===== config.mk =====
export PLATFORM = sky130hd
export DESIGN_NAME = fetch_stage_flat
export DESIGN_NICKNAME = d
export VERILOG_FILES = /design/src/rtl/fetch_stage_if.sv /design/src/rtl/fetch_stage.sv /design/src/flat_wrapper.sv
export SDC_FILE = /design/constraint.sdc
export NUM_CORES = 1
export LEC_CHECK = 0
export CAP_MARGIN = 10
export CELL_PAD_IN_SITES_DETAIL_PLACEMENT = 1
export CELL_PAD_IN_SITES_GLOBAL_PLACEMENT = 2
export CORE_MARGIN = 2
export CORE_UTILIZATION = 29
export CTS_BUF_LIST = sky130_fd_sc_hd__clkbuf_4 sky130_fd_sc_hd__clkbuf_8 sky130_fd_sc_hd__clkbuf_16
export DETAILED_ROUTE_END_ITERATION = 8
export PLACE_DENSITY_LB_ADDON = 0.12
export SETUP_SLACK_MARGIN = 0.1
export SYNTH_ARGS = -nofsm -noshare
export SYNTH_HDL_FRONTEND = slang
export SYNTH_SLANG_ARGS = --single-unit

===== constraint.sdc =====
create_clock -name clk -period 4.6 [get_ports clk]
set_input_delay 0.92 -clock clk [delete_from_list [all_inputs] [get_ports clk]]
set_output_delay 0.92 -clock clk [all_outputs]
set_load 0.02 [all_outputs]

===== src/rtl/fetch_stage_if.sv =====
// IF-stage signal bundle: hazard-control inputs, instruction-memory bus and IF/ID outputs.
// master is the fetch stage itself; slave is the surrounding pipeline/memory.
interface fetch_stage_if #(
   parameter int unsigned XLEN = 32
);
   logic            stall;
   logic            pc_sel;
   logic [XLEN-1:0] pc_target;
   logic [XLEN-1:0] imem_addr;
   logic [31:0]     imem_rdata;
   logic [XLEN-1:0] if_id_pc;
   logic [XLEN-1:0] if_id_pc4;
   logic [31:0]     if_id_instr;
   logic            if_id_valid;
   logic            flush_active;
   logic            misalign;
   logic [31:0]     fetch_count;

   modport master (
      input  stall, pc_sel, pc_target, imem_rdata,
      output imem_addr, if_id_pc, if_id_pc4, if_id_instr, if_id_valid,
             flush_active, misalign, fetch_count
   );

   modport slave (
      output stall, pc_sel, pc_target, imem_rdata,
      input  imem_addr, if_id_pc, if_id_pc4, if_id_instr, if_id_valid,
             flush_active, misalign, fetch_count
   );
endinterface


===== src/rtl/fetch_stage.sv =====
// Instruction-fetch stage: PC register, imem address, IF/ID register, redirect flush counter.
// Redirect beats flush, flush beats stall, stall beats normal fetch.
module fetch_stage #(
   parameter int unsigned     XLEN         = 32,
   parameter logic [XLEN-1:0] RESET_PC     = '0,
   parameter int unsigned     FLUSH_CYCLES = 1,
   parameter logic [31:0]     NOP_INSTR    = 32'h0000_0013
) (
   input logic            clk,
   input logic            rst_n,
   fetch_stage_if.master  bus
);

   // Counter holds the bubbles still owed after the redirect edge itself.
   localparam logic [1:0] FlushLoad = 2'(FLUSH_CYCLES - 1);

   logic [XLEN-1:0] pc_q, pc_d;
   logic [XLEN-1:0] if_id_pc_q, if_id_pc_d;
   logic [31:0]     if_id_instr_q, if_id_instr_d;
   logic            if_id_valid_q, if_id_valid_d;
   logic [1:0]      flush_cnt_q, flush_cnt_d;
   logic            misalign_q, misalign_d;
   logic [31:0]     fetch_count_q, fetch_count_d;

   always_comb begin
      pc_d          = pc_q;
      if_id_pc_d    = if_id_pc_q;
      if_id_instr_d = if_id_instr_q;
      if_id_valid_d = if_id_valid_q;
      flush_cnt_d   = flush_cnt_q;
      misalign_d    = 1'b0;
      fetch_count_d = fetch_count_q;

      if (bus.pc_sel) begin
         pc_d          = {bus.pc_target[XLEN-1:2], 2'b00};
         if_id_pc_d    = '0;
         if_id_instr_d = NOP_INSTR;
         if_id_valid_d = 1'b0;
         flush_cnt_d   = FlushLoad;
         misalign_d    = |bus.pc_target[1:0];
      end else if (flush_cnt_q != 2'd0) begin
         if_id_pc_d    = '0;
         if_id_instr_d = NOP_INSTR;
         if_id_valid_d = 1'b0;
         flush_cnt_d   = flush_cnt_q - 2'd1;
      end else if (!bus.stall) begin
         if_id_pc_d    = pc_q;
         if_id_instr_d = bus.imem_rdata;
         if_id_valid_d = 1'b1;
         pc_d          = pc_q + XLEN'(4);
         fetch_count_d = fetch_count_q + 32'd1;
      end
   end

   always_ff @(posedge clk or negedge rst_n) begin
      if (!rst_n) begin
         pc_q          <= RESET_PC;
         if_id_pc_q    <= '0;
         if_id_instr_q <= NOP_INSTR;
         if_id_valid_q <= 1'b0;
         flush_cnt_q   <= 2'd0;
         misalign_q    <= 1'b0;
         fetch_count_q <= 32'd0;
      end else begin
         pc_q          <= pc_d;
         if_id_pc_q    <= if_id_pc_d;
         if_id_instr_q <= if_id_instr_d;
         if_id_valid_q <= if_id_valid_d;
         flush_cnt_q   <= flush_cnt_d;
         misalign_q    <= misalign_d;
         fetch_count_q <= fetch_count_d;
      end
   end

   assign bus.imem_addr    = pc_q;
   assign bus.if_id_pc     = if_id_pc_q;
   assign bus.if_id_pc4    = if_id_pc_q + XLEN'(4);
   assign bus.if_id_instr  = if_id_instr_q;
   assign bus.if_id_valid  = if_id_valid_q;
   assign bus.flush_active = (flush_cnt_q != 2'd0);
   assign bus.misalign     = misalign_q;
   assign bus.fetch_count  = fetch_count_q;

endmodule


===== src/flat_wrapper.sv =====
// flat-port wrapper written by rule: the top's interface ports become plain ports
module fetch_stage_flat 
#(
   parameter int unsigned     XLEN         = 32,
   parameter logic [XLEN-1:0] RESET_PC     = '0,
   parameter int unsigned     FLUSH_CYCLES = 1,
   parameter logic [31:0]     NOP_INSTR    = 32'h0000_0013
)
  (clk, rst_n, bus_stall, bus_pc_sel, bus_pc_target, bus_imem_rdata, bus_imem_addr, bus_if_id_pc, bus_if_id_pc4, bus_if_id_instr, bus_if_id_valid, bus_flush_active, bus_misalign, bus_fetch_count);
  fetch_stage_if #(.XLEN(XLEN)) bus_i ();
  input logic clk;
  input logic rst_n;
  input wire logic [$bits(bus_i.stall)-1:0] bus_stall;
  input wire logic [$bits(bus_i.pc_sel)-1:0] bus_pc_sel;
  input wire logic [$bits(bus_i.pc_target)-1:0] bus_pc_target;
  input wire logic [$bits(bus_i.imem_rdata)-1:0] bus_imem_rdata;
  output wire logic [$bits(bus_i.imem_addr)-1:0] bus_imem_addr;
  output wire logic [$bits(bus_i.if_id_pc)-1:0] bus_if_id_pc;
  output wire logic [$bits(bus_i.if_id_pc4)-1:0] bus_if_id_pc4;
  output wire logic [$bits(bus_i.if_id_instr)-1:0] bus_if_id_instr;
  output wire logic [$bits(bus_i.if_id_valid)-1:0] bus_if_id_valid;
  output wire logic [$bits(bus_i.flush_active)-1:0] bus_flush_active;
  output wire logic [$bits(bus_i.misalign)-1:0] bus_misalign;
  output wire logic [$bits(bus_i.fetch_count)-1:0] bus_fetch_count;
  assign bus_i.stall = bus_stall;
  assign bus_i.pc_sel = bus_pc_sel;
  assign bus_i.pc_target = bus_pc_target;
  assign bus_i.imem_rdata = bus_imem_rdata;
  assign bus_imem_addr = bus_i.imem_addr;
  assign bus_if_id_pc = bus_i.if_id_pc;
  assign bus_if_id_pc4 = bus_i.if_id_pc4;
  assign bus_if_id_instr = bus_i.if_id_instr;
  assign bus_if_id_valid = bus_i.if_id_valid;
  assign bus_flush_active = bus_i.flush_active;
  assign bus_misalign = bus_i.misalign;
  assign bus_fetch_count = bus_i.fetch_count;
  fetch_stage #(.XLEN(XLEN), .RESET_PC(RESET_PC), .FLUSH_CYCLES(FLUSH_CYCLES), .NOP_INSTR(NOP_INSTR)) u_core (.clk(clk), .rst_n(rst_n), .bus(bus_i));
endmodule

==> out/qor.yml <==
sw_frac_of_total_pct: 32.8
seq_power_share_pct: 37.0
post_drt_wl_per_cell_um: 18.4
cts_resized: 0
ys.flop_type: "dfrtp_1"
drive_gt1_share_pct: 7.01
setup_slack_ps: 747
async_flop_share_pct: 100
cts.sinks: 129
tns_ps: 0
place_hpwl_mm: 15.6
die-width_um: 152
yosysMostFrequentCell: "dfrtp_1"
p_switching_mw: 1.32
crit_family: "simple AND/OR/NAND/NOR gates"
core_um2: 21700
netlist.area_leader.share_pct: 49.4
dp.cells: 1103
synth_top_cell_by_area: "dfrtp_1"
critPathMostFrequentCell: "nand2_1"
arrival_ps: 2930
cts.path.max_buffers: 2
ys_seq_area_share_pct: 50.6
syn_inst: 618
syn_to_final_growth_pct: 49.4
grt_pass1_wl_mm: 33.9
vias: 5347
clkLatencyLatePin_ps: 420
die_h_um: 152
worst_pin_slew_ps: 1120
outcome: "completed"
rrSetupSlack_ps: 1880
cp-end-kind: "output pin"
setup.worst_path.start_class: "register"
drtPass1Iterations: 4
root_buffer: "clkbuf_16"
drv_cap: 0
min_path_type: "reg -> reg"
yosysWarnings: 0
drtIter0Drc: 196
io_pins: 231
ir_worst_vdd_mv: 0.243
grt_max_degree: 96
grt_setup_unrepaired: "false"
portBuffers: 228
grt_pass1_vias: 5832
gp_congestion: 0.795
dieArea_um2: 23200
intPower_mw: 2.69
finalCritPeriodShare_pct: 83.8
synth_edf_count: 0
cts_buffers: 17
final-instance-count-excl-fill: 1136
htreeDepth: 4
max_slew_margin_pct: 25.3
setup_viol: 0
crit_buf_inv: 1
hold_ws_ps: 470
p_leak_nw: 4.08
period_needed_ps: 3850
synthTopCellsByArea: "dfrtp_1 (49%), mux2i_1 (10%), xnor2_1 (7.4%), nor2_1 (4.9%), xor2_1 (4.5%)"
cts_tree: "done"
drcViolationCount: 0
cp_max_fo: 7
cp.required_ps: 3680
grt_use_total_pct: 18.3
antenna_left: 0
pwr-share-comb_pct: 28.0
mappedNetlistArea_um2: 6380
finalClockSkew_ps: 10.5
path_clk_slew_ps: 60
postCtsSetupRepairBufs: 0
rows: 54
slowest_delay_ps: 650
start_util_pct: 29.4
crit_type: "reg -> out"
cts.hold.buffers_added: 0
synth.ff_latch_count: 129
vias_per_cell: 4.71
avgSynthCellArea_um2: 10.3
slowest_stage: "clkdlybuf4s50_1"
drv_slew: 0
fill_cells: 2388
finalWirelength_mm: 20.9
antenna_cells: 0
fmax_mhz: 260
clkPwrFrac_pct: 35.0
antenna_found_initial: 0
layout.nets: 915
grt.overflow.total: 0
hold_viol: 0
dp_slack_ps: 1160
cp_cell_sequence: "ha_1 > nand2_1 > nor4_4 > and2_1 > nand2_1 > xnor2_1 > clkdlybuf4s50_1"
powerDensity_nw_per_um2: 420
yosys.cell_types.count: 42
synth_common_cells: "dfrtp_1 (126), nor2_1 (84), mux2i_1 (64)"
layout by cell type (no fill, tap or decap), drive strengths merged, types with 6 or more instances in the layout:
cell type and count:
dfrtp 126, nand4 25, mux2i 64, inv 15
xor2 33, xnor2 54, and3 16, nor3 9
o21ai 29, nand2 62, nand3 29, and4 8
nor4 7, clkbuf 19, nor2 84, buf 8
clkdlybuf4s50 225, clkinv 6
registers in the layout, summed over array words and instances (netlist names):
name / cells
u_core.bus.if_id_instr: 32
u_core.bus.if_id_pc: 31
u_core.bus.misalign: 1
u_core.bus.imem_addr: 30
u_core.bus.if_id_valid: 1
u_core.flush_cnt_q: 2
u_core.bus.fetch_count: 32
final timing paths:
check                                             endpoint                        from  cells past startpoint
worst min register to register  u_core.bus.fetch_count[31]  u_core.bus.fetch_count[31]                      1
worst max register to register    u_core.bus.imem_addr[27]       u_core.flush_cnt_q[0]                      7
max in group asynchronous         u_core.bus.imem_addr[17]                       rst_n                      2
worst max-delay path                     bus_if_id_pc4[28]      u_core.bus.if_id_pc[2]                      7
worst min-delay path            u_core.bus.fetch_count[31]  u_core.bus.fetch_count[31]                      1
min in group asynchronous       u_core.bus.if_id_instr[19]                       rst_n                      1
area by class of cell:
class / count / area, um^2 / share of cell area, %
multi-input cells: 447 / 2960 / 31.0
flip-flops and latches: 129 / 3230 / 33.9
clock inverters: 13 / 161 / 1.69
well taps: 280 / 350 / 3.67
inverters: 15 / 56.3 / 0.590
repair buffers: 233 / 2330 / 24.4
clock buffers: 19 / 453 / 4.75
power groups by stage:
stage | Clock, mW | Sequential [mW] | Combinational [mW]
global placement | 0 | 1.49 | 1.12
global route | 1.49 | 1.51 | 1.21
floorplan | 0 | 1.63 | 0.377
finish | 1.40 | 1.48 | 1.12
detailed placement | 0 | 1.51 | 1.13
CTS | 1.44 | 1.49 | 1.13
layer usage:
metal  track usage (%)  wire (um)
met2              29.3       9690
met3              4.92       1050
met1              25.0       9880
met5                 0          0
met4              4.18        245
metrics by stage:
step,utilization [%],power [mW],instance area [um^2]
finish,44.0,4.01,9540
global route,44.0,4.21,9540
CTS,43.9,4.06,9520
detailed placement,41.1,2.63,8900
global placement,41.1,2.61,8900
floorplan,-,2.01,6390
kinds of logic (layout without fill, tap and decap cells):
group	after synthesis	count (layout)	synth area share [%]
xor gates and xnor gates	87	87	11.9
and+or+nand+nor	255	255	20.5
adders and majority gates	4	4	0.784
buffers and inverters	43	280	3.10
muxes	65	65	10.2
AOI/OAI and AO/OA	34	34	2.74
DFF	129	129	50.6
other	1	2	0.0588
No activity file was read; power rests on OpenSTA's default activity.
